## src/rtl/apb_pkg.sv

```systemverilog
// Shared types and sizing for the APB request-side bridge.
// Widths here set the host request format and the APB fan-out bus.
package apb_pkg;
    localparam int ADDR_W    = 12;
    localparam int DATA_W    = 32;
    localparam int PORT_W    = 3;
    localparam int NUM_PORTS = 6;
    localparam int TIMEOUT   = 256;

    typedef enum logic [1:0] {
        IDLE,
        SETUP,
        ACCESS,
        RESP
    } apb_state_t;

    typedef struct packed {
        logic              we;
        logic [PORT_W-1:0] port;
        logic [ADDR_W-1:0] addr;
        logic [DATA_W-1:0] wdata;
    } apb_req_t;

    typedef struct packed {
        logic [DATA_W-1:0] rdata;
        logic              err;
    } apb_rsp_t;
endpackage

```

## src/rtl/apb_timeout_cnt.sv

```systemverilog
// Wait-cycle counter for bus bridges: counts while inc is high, flags the
// last permitted cycle so the owner can abort a hung transfer.
module apb_timeout_cnt #(
    parameter int TIMEOUT = 256
) (
    input  logic clk,
    input  logic rst,
    input  logic clr,
    input  logic inc,
    output logic expired
);
    localparam int CNT_W = $clog2(TIMEOUT) + 1;

    logic [CNT_W-1:0] cnt_reg;

    // The owner leaves the waiting state at TIMEOUT-1, so the counter never wraps.
    always_ff @(posedge clk or negedge rst) begin
        if (!rst) begin
            cnt_reg <= '0;
        end else if (clr) begin
            cnt_reg <= '0;
        end else if (inc) begin
            cnt_reg <= cnt_reg + 1'b1;
        end
    end

    assign expired = (cnt_reg == CNT_W'(TIMEOUT - 1));
endmodule

```

## src/rtl/apb_bridge_master.sv

```systemverilog
// Host valid/ready to APB SETUP/ACCESS bridge with illegal-port decode
// and a bounded ACCESS wait so a hung peripheral still gets a response.
module apb_bridge_master
    import apb_pkg::*;
#(
    parameter int TIMEOUT = apb_pkg::TIMEOUT
) (
    input  logic                     clk,
    input  logic                     rst,
    input  logic                     req_valid,
    output logic                     req_ready,
    input  logic                     req_we,
    input  logic [PORT_W+ADDR_W-1:0] req_addr,
    input  logic [DATA_W-1:0]        req_wdata,
    output logic                     rsp_valid,
    input  logic                     rsp_ready,
    output logic [DATA_W-1:0]        rsp_rdata,
    output logic                     rsp_err,
    output logic                     apb_psel,
    output logic                     apb_en,
    output logic                     apb_wr,
    output logic [PORT_W-1:0]        apb_sel_port,
    output logic [ADDR_W-1:0]        apb_addr,
    output logic [DATA_W-1:0]        apb_wdata,
    input  logic                     apb_ready,
    input  logic [DATA_W-1:0]        apb_rdata
);
    apb_state_t state_reg, state_next;
    apb_req_t   req_reg, req_next;
    apb_rsp_t   rsp_reg, rsp_next;
    logic       expired;
    logic       port_ok;
    logic       busy;

    assign port_ok = (int'(req_addr[ADDR_W +: PORT_W]) < NUM_PORTS);

    apb_timeout_cnt #(.TIMEOUT(TIMEOUT)) u_timeout (
        .clk     (clk),
        .rst     (rst),
        .clr     (state_reg != ACCESS),
        .inc     (state_reg == ACCESS),
        .expired (expired)
    );

    always_ff @(posedge clk or negedge rst) begin
        if (!rst) begin
            state_reg <= IDLE;
            req_reg   <= '0;
            rsp_reg   <= '0;
        end else begin
            state_reg <= state_next;
            req_reg   <= req_next;
            rsp_reg   <= rsp_next;
        end
    end

    always_comb begin
        state_next = state_reg;
        req_next   = req_reg;
        rsp_next   = rsp_reg;
        case (state_reg)
            IDLE: begin
                if (req_valid && req_ready) begin
                    req_next.we    = req_we;
                    req_next.port  = req_addr[ADDR_W +: PORT_W];
                    req_next.addr  = req_addr[ADDR_W-1:0];
                    req_next.wdata = req_wdata;
                    if (port_ok) begin
                        state_next = SETUP;
                    end else begin
                        // Unmapped port: answer immediately, never touch the bus.
                        rsp_next.rdata = '0;
                        rsp_next.err   = 1'b1;
                        state_next     = RESP;
                    end
                end
            end
            SETUP: begin
                state_next = ACCESS;
            end
            ACCESS: begin
                // A ready on the final permitted cycle still completes normally.
                if (apb_ready) begin
                    rsp_next.rdata = req_reg.we ? '0 : apb_rdata;
                    rsp_next.err   = 1'b0;
                    state_next     = RESP;
                end else if (expired) begin
                    rsp_next.rdata = '0;
                    rsp_next.err   = 1'b1;
                    state_next     = RESP;
                end
            end
            RESP: begin
                if (rsp_ready) begin
                    state_next = IDLE;
                end
            end
            default: begin
                state_next = IDLE;
            end
        endcase
    end

    assign busy         = (state_reg == SETUP) || (state_reg == ACCESS);
    assign req_ready    = (state_reg == IDLE) && rst;
    assign apb_psel     = busy;
    assign apb_en       = (state_reg == ACCESS);
    assign apb_wr       = busy && req_reg.we;
    assign apb_sel_port = busy ? req_reg.port  : '0;
    assign apb_addr     = busy ? req_reg.addr  : '0;
    assign apb_wdata    = busy ? req_reg.wdata : '0;
    assign rsp_valid    = (state_reg == RESP);
    assign rsp_rdata    = rsp_valid ? rsp_reg.rdata : '0;
    assign rsp_err      = rsp_valid && rsp_reg.err;
endmodule

```

## config.mk

```make
export PLATFORM = sky130hd
export DESIGN_NAME = apb_bridge_master
export DESIGN_NICKNAME = d
export VERILOG_FILES = /design/src/rtl/apb_pkg.sv /design/src/rtl/apb_timeout_cnt.sv /design/src/rtl/apb_bridge_master.sv
export SDC_FILE = /design/constraint.sdc
export NUM_CORES = 1
export LEC_CHECK = 0
export BUFFER_PORTS_ARGS = -buffer_cell sky130_fd_sc_hd__buf_2
export CAP_MARGIN = 10
export CORE_UTILIZATION = 44
export DETAILED_ROUTE_END_ITERATION = 7
export GPL_ROUTABILITY_DRIVEN = 0
export HOLD_SLACK_MARGIN = 0.08
export PLACE_DENSITY = 0.79
export SYNTH_ARGS = -nofsm -noshare
export SYNTH_HDL_FRONTEND = slang
export SYNTH_SLANG_ARGS = --single-unit
```

## constraint.sdc

```tcl
create_clock -name clk -period 1.75 [get_ports clk]
set_clock_uncertainty 0.1 [all_clocks]
set_input_delay 0.175 -clock clk [delete_from_list [all_inputs] [get_ports clk]]
set_output_delay 0.175 -clock clk [all_outputs]
set_load 0.01 [all_outputs]
```

==> metrics.yaml, run 1 <==
clocking:
  cts_tree: "built"
  clk_path_buf_depth: 2
  clk_latency_ps: 360
  clk_pin_slew_ps: 100
  cts_sinks: 92
  h-tree-depth: 3
  clock-root-buffer: "clkbuf_8"
  cts_buffers: 9
cells_and_area:
  nets: 773
  fill_cells: 598
  largest_reg_flops: 48
  syn2layout_area_growth_pct: 68.0
  drive_gt1_share_pct: 49.6
  final_util_pct: 76.1
detailed_routing:
  via_count: 3992
  drc: 0
  totalWireLength_mm: 14.8
  ant_nets: 0
  wl_per_cell_um: 18.1
  viasPerCell: 4.86
  firstDrtPassIters: 4
  initialDrtViolationCount: 78
logic_synthesis:
  async_reset_ff_share_pct: 100
  yosysTopAreaCell: "dfrtp_1"
  synthTopCellsByArea: "dfrtp_1 (52%), mux2_2 (12%), and2_1 (12%)"
  synth_ff_type: "dfrtp_1"
  yosys_warnings: 0
  yosysSeqAreaShare_pct: 52.0
  synth_edf_count: 0
  synthDistinctLibCells: 31
  synth_area_sq_um: 4430
  syn_nets: 481
  synth.ff_latch_count: 92
  syn_inst: 390
  syn_avg_cell_area_sq_um: 11.4
  synth_top_area_share_pct: 52.0
global_route:
  grtUsageMet3_pct: 6.36
  antenna_found_initial: 0
  grt_pass1_wl_mm: 18.7
  grt_pass1_vias: 4058
  gr-max-usage-layer: "met2"
  use_met2_pct: 43.9
  grt_overflow: 0
  grt_usage_pct: 23.8
  grt_start_max_net_pins: 65
  grtUsageMet1_pct: 25.8
critical_path:
  reg2reg_to: "rsp_reg[12]$_DFFE_PN0P_"
  critPathLaunchType: "flip-flop"
  rr_worst_depth: 9
  crit_arrival_ps: 2110
  r2r_slack_ps: -190
  reg2reg_from: "u_timeout.cnt_reg[0]$_DFF_PN0_"
  worstSetupPathType: "flip-flop to flip-flop"
  worstPathRequired_ps: 1920
  end_kind: "flip-flop"
  critical_path.startpoint: "u_timeout.cnt_reg[0]$_DFF_PN0_"
  path_max_fanout: 5
die:
  rows: 36
  die_w_um: 102
  core_sq_um: 9770
  ios: 170
  dieArea_sq_um: 10500
  start_util_pct: 45.3
  die_h_um: 102
sta:
  finalMaxSlewViolations: 0
  finalSetupViolCount: 117
  hold_violations: 0
  fin_crit_sh_pct: 111
  layout_min_cycle_time_ps: 1940
  tightest_slew_ps: 828
  rsz0062_at_grt: "yes"
  hold_slack_ps: 277
  worst_slack_ps: -192
  fmax_ghz: 0.515
  timing.slew.headroom_pct: 44.8
placement:
  hpwl_mm: 7.10
  numPortBuffers: 169
min_path:
  holdCritPathClass: "input pin to async pin"
power_and_ir_drop:
  pwr_density_cell_nw_per_um2: 1790
  p_leak_nw: 3.61
  peakVddDrop_mv: 1.47
run_status:
  violations: "setup timing"
  status: "finished with violations"
run:
  drv_cap: 0
[logic make-up (layout without fill, tap and decap cells)]
| kind of cell | after synthesis | count (layout) | share of synthesized area, % |
|---|---|---|---|
| AOI/OAI and AO/OA | 9 | 9 | 1.61 |
| xor gates and xnor gates | 3 | 3 | 0.593 |
| adders and majority gates | 6 | 6 | 1.70 |
| buffers and inverters | 57 | 354 | 6.50 |
| DFF | 92 | 92 | 52.0 |
| muxes | 83 | 83 | 20.2 |
| other | 0 | 1 | 0 |
| and+or+nand+nor | 140 | 140 | 17.4 |
[cell type report]
class                      count  area, sq um  area share (%)
timing repair buffer         301         2600            34.9
sequential                    92         2300            31.0
multi-input combinational    241         2010            27.1
tap                          133          166            2.24
clock buffer                  11          141            1.90
inverter                      37          139            1.87
clock inverter                 5         75.1            1.01
antenna                        1         2.50          0.0336
[through the flow]
stage                     instance area [sq um]  setup WS (ps)  TNS (ps)  power, W  instances
after floorplan                            4460           -117     -3570   0.00645        390
after global placement                     5550           -119     -3580   0.00806        695
after detailed placement                   5550           -161     -5370   0.00826        695
after CTS                                  6800           -134    -10900    0.0107        805
after global routing                       7430           -289    -22410    0.0140        820
final                                      7440           -192    -13140    0.0133        821
[power breakdown]
part	switching, W	leakage (nW)	internal, W	total, W
Clock	0.000768	0.113	0.000838	0.00161
Sequential	0.000583	1.17	0.00305	0.00364
Combinational	0.00323	2.33	0.00485	0.00808
Total	0.00458	3.61	0.00874	0.0133
[cell usage in the layout, fill, tap and decap left out, types with 6 or more instances in the layout]
cell type,count
dlygate4sd3_1,83
and2_4,44
buf_6,57
and2_1,38
nand2_1,36
dfrtp_1,92
buf_12,6
mux2_2,48
clkbuf_8,10
clkbuf_16,6
mux2i_1,33
nor2_1,6
buf_2,122
buf_4,25
inv_1,35
[timing repair]
action                                  4_1_cts  5_1_grt
hold buffers                                 83        0
buffers inserted                              7        5
hold endpoints to repair                    173        0
endpoints found under the setup margin      156      149
cloned                                        4       11
pin swaps                                     2        4
gates resized for setup                      20      102
[critical path: stages (launching register included)]
cell and delay [ps]:
dfrtp_1 410, ha_4 160, nand3_2 70, nor2_2 80, ha_2 180, nor3b_2 60
a221oi_4 230, buf_4 180, buf_6 130, mux2i_1 250
[layer usage]
layer | up-vias | wire [um]
li1 | 1831 | -
met3 | 44 | 1020
met2 | 193 | 7660
met5 | - | 0
met1 | 1924 | 5570
met4 | 0 | 576
[Yosys cell counts, types with 2 or more instances]
cell / n
buf_8: 3
nand2_1: 37
mux2i_1: 34
dlymetal6s2s_1: 2
a21oi_1: 3
nor2_1: 7
buf_2: 3
buf_6: 2
or3_1: 3
dfrtp_1: 92
ha_1: 6
inv_1: 37
clkbuf_1: 9
mux2_2: 48
o21ai_0: 3
and2_1: 82
nand3_1: 4
xor2_1: 2
[worst max-delay path by stage]
| stage | to | slack (ps) | cells past startpoint |
|---|---|---|---|
| floorplan | rsp_reg[0]$_DFFE_PN0P_ | -120 | 7 |
| global placement | rsp_reg[18]$_DFFE_PN0P_ | -120 | 8 |
| detailed placement | rsp_reg[20]$_DFFE_PN0P_ | -160 | 8 |
| CTS | rsp_reg[2]$_DFFE_PN0P_ | -130 | 9 |
| global route | rsp_reg[12]$_DFFE_PN0P_ | -290 | 9 |
| finish | rsp_reg[12]$_DFFE_PN0P_ | -190 | 9 |
No activity file was read; power rests on OpenSTA's default activity.
==> run 2, diff against run 1 <==
- REMOVE_ABC_BUFFERS: unset -> 1
- SKIP_LAST_GASP: unset -> 1
==> run 2 against run 1 <==
  * The flow still finishes with violations (setup timing)
  * Highest routed layer unchanged
  * Register-to-register slack better by 30 ps
  * Total power grew 1.6%
  * Routed wire length rose by 4.3%
==> metrics.yaml, run 2 (synthesis results as in run 1) <==
critical_path:
  crit_slowest_cell: "dfrtp_1"
  critPathLaunchType: "flip-flop"
  reg2reg_from: "state_reg[1]$_DFFE_PN0P_"
  max_stage_delay_ps: 410  # about the same
  crit_arrival_ps: 1680  # -430 ps
  worstSetupEndpoint: "apb_wdata[13]"
  end_kind: "output pin"
  path_depth: 5  # -4
  worstSetupPathType: "flip-flop to output pin"
  cp_num_buf_inv: 3  # +1
  path_max_fanout: 9  # +4
  reg2reg_to: "rsp_reg[7]$_DFFE_PN0P_"
  path_cells: "inv_2, ha_4, buf_8, and2_1, buf_2"
  rr_worst_depth: 7  # -2
  worstPathRequired_ps: 1470  # -450 ps
  r2r_slack_ps: -160  # +30 ps
  crit_family: "flip-flops"
  critical_path.startpoint: "state_reg[0]$_DFFE_PN0P_"
sta:
  fin_crit_sh_pct: 112  # +1.0 points
  finalSetupTns_ps: -16080  # -2950 ps
  layout_min_cycle_time_ps: 1960  # +17.4 ps
  finalSetupViolCount: 118  # +0.85%
  worst_slack_ps: -209  # -17.4 ps
  timing.slew.headroom_pct: 58.8  # +14 points
  hold_violations: 0  # unchanged
  tightest_slew_ps: 618  # -210 ps
  rsz0062_at_grt: "yes"
  fmax_ghz: 0.510  # -0.89%
  finalMaxSlewViolations: 0  # unchanged
detailed_routing:
  firstDrtPassIters: 4  # unchanged
  ant_nets: 0  # unchanged
  wl_per_cell_um: 18.9  # +4.7%
  drc: 0  # unchanged
  via_count: 4087  # +2.4%
  viasPerCell: 5.00  # +2.8%
  totalWireLength_mm: 15.5  # +4.3%
  initialDrtViolationCount: 67  # -14%
placement:
  numPortBuffers: 169  # unchanged
  place_ws_ps: -240  # -78.8 ps
  hpwl_mm: 6.96  # -2.0%
  dp.cells: 696  # +0.14%
min_path:
  holdCritPathClass: "input pin to flip-flop"
cells_and_area:
  layout_commonest_cell: "buf_2"
  largest_reg_flops: 48  # unchanged
  fin_cells: 818  # -0.37%
  seqCellArea_sq_um: 2300  # unchanged
  nets: 770  # -0.39%
  final_util_pct: 78.5  # +2.4 points
  syn2layout_area_growth_pct: 73.3
  multi_input_area_sq_um: 2070  # +2.8%
  fill_cells: 539  # -9.9%
  layout_common_cells: "buf_2 (99), dfrtp_1 (92), dlygate4sd3_1 (82), buf_6 (75), and2_4 (69)"
  drive_gt1_share_pct: 52.8  # +3.1 points
power_and_ir_drop:
  finalPower_w: 0.0135  # +1.6%
  power_frac_seq_pct: 27.0  # -0.3 points
  power.switching_fraction_pct: 34.8  # +0.36 points
  peakVddDrop_mv: 1.33  # -9.5%
  p_clk_share_pct: 12.0  # about the same
  p_int_w: 0.00883  # +1.0%
  p_switching_w: 0.00470  # +2.6%
  pwr_density_cell_nw_per_um2: 1760  # -1.6%
  p_leak_nw: 3.66  # +1.4%
  combPwrFrac_pct: 61.1  # +0.4 points
run:
  drv_cap: 0  # unchanged
die:
  dieArea_sq_um: 10500  # unchanged
  start_util_pct: 45.3  # unchanged
  die_w_um: 102  # unchanged
  ios: 170  # unchanged
  die_h_um: 102  # unchanged
  core_sq_um: 9770  # unchanged
  rows: 36  # unchanged
global_route:
  grt_overflow: 0  # unchanged
  grt_pass1_wl_mm: 19.3  # +3.2%
  grt_start_max_net_pins: 49  # -25%
  grt_usage_pct: 24.2  # +0.34 points
  grt_pass1_vias: 4147  # +2.2%
  antenna_found_initial: 1  # +1
run_status:
  violations: "setup timing"
  status: "finished with violations"
clocking:
  clk_latency_ps: 360  # about the same
  clk_pin_slew_ps: 90  # about the same
  cts_buffers: 9  # unchanged
  cts_sinks: 92  # unchanged
  clk_path_buf_depth: 2  # unchanged
  h-tree-depth: 3  # unchanged
  cts_tree: "built"
  clock-root-buffer: "clkbuf_8"
==> run 2: cell count changes in the layout (fill, tap and decap cells not counted), sizes merged <==
cell | before | now
clkbuf | 17 | 22
dlygate4sd3 | 83 | 82
clkinv | 3 | 1
clkinvlp | 0 | 1
buf | 212 | 206
==> run 2: stage by stage <==
stage	hold WS, ps	area [sq um]
final	180	7670
after global routing	199	7670
after CTS	154	6800
after detailed placement	223	5530
after global placement	216	5530
after floorplan	-221	4280
==> run 2: metal layers <==
layer	vias up	track usage [%]	part of all wire, %	wire length, um
met3	44	5.95	7.8	1210
li1	1829	-	-	-
met4	0	11.0	3.4	525
met2	225	43.3	52	7990
met1	1989	27.2	37	5740
met5	-	0	0	0
==> run 2: power groups by stage <==
stage	Clock, W	Sequential (W)	Combinational (W)
after floorplan	0	0.00336	0.00287
after global placement	0	0.00346	0.00457
after detailed placement	0	0.00352	0.00467
after CTS	0.00163	0.00349	0.00571
after global routing	0.00171	0.00374	0.00872
final	0.00162	0.00365	0.00826
==> run 2: cell type report <==
type                            instances  share of cell area (%)
Antenna cell                            1                  0.0326
Clock buffer                           12                    1.89
Clock inverter                          4                   0.946
Inverter                               37                    1.81
Multi-Input combinational cell        241                    27.0
Sequential cell                        92                    30.0
Tap cell                              133                    2.17
Timing Repair Buffer                  298                    36.2
==> run 2: how the worst min path moves through the flow <==
stage / from / end / depth (start not counted)
final: rsp_ready / state_reg[1]$_DFFE_PN0P_ / 4
after CTS: rsp_ready / state_reg[1]$_DFFE_PN0P_ / 4
after global routing: rsp_ready / state_reg[1]$_DFFE_PN0P_ / 4
after detailed placement: rst / state_reg[1]$_DFFE_PN0P_ / 2
after floorplan: rst / req_reg[0]$_DFFE_PN0P_ / 0
after global placement: rst / req_reg[47]$_DFFE_PN0P_ / 2
==> run 2: worst min-delay path: stages <==
cell and delay [ps]:
buf_2 100, inv_1 60, a221oi_1 130, mux2i_1 140
==> run 2: what timing repair did <==
item / 4_1_cts / 5_1_grt
hold endpoints to repair: 174 / 0
setup buffers: 5 / 5
resized for setup: 26 / 153
hold buffers: 82 / 0
gates cloned: 3 / 11
pin swaps: 3 / 2
endpoints found under the setup margin: 152 / 148
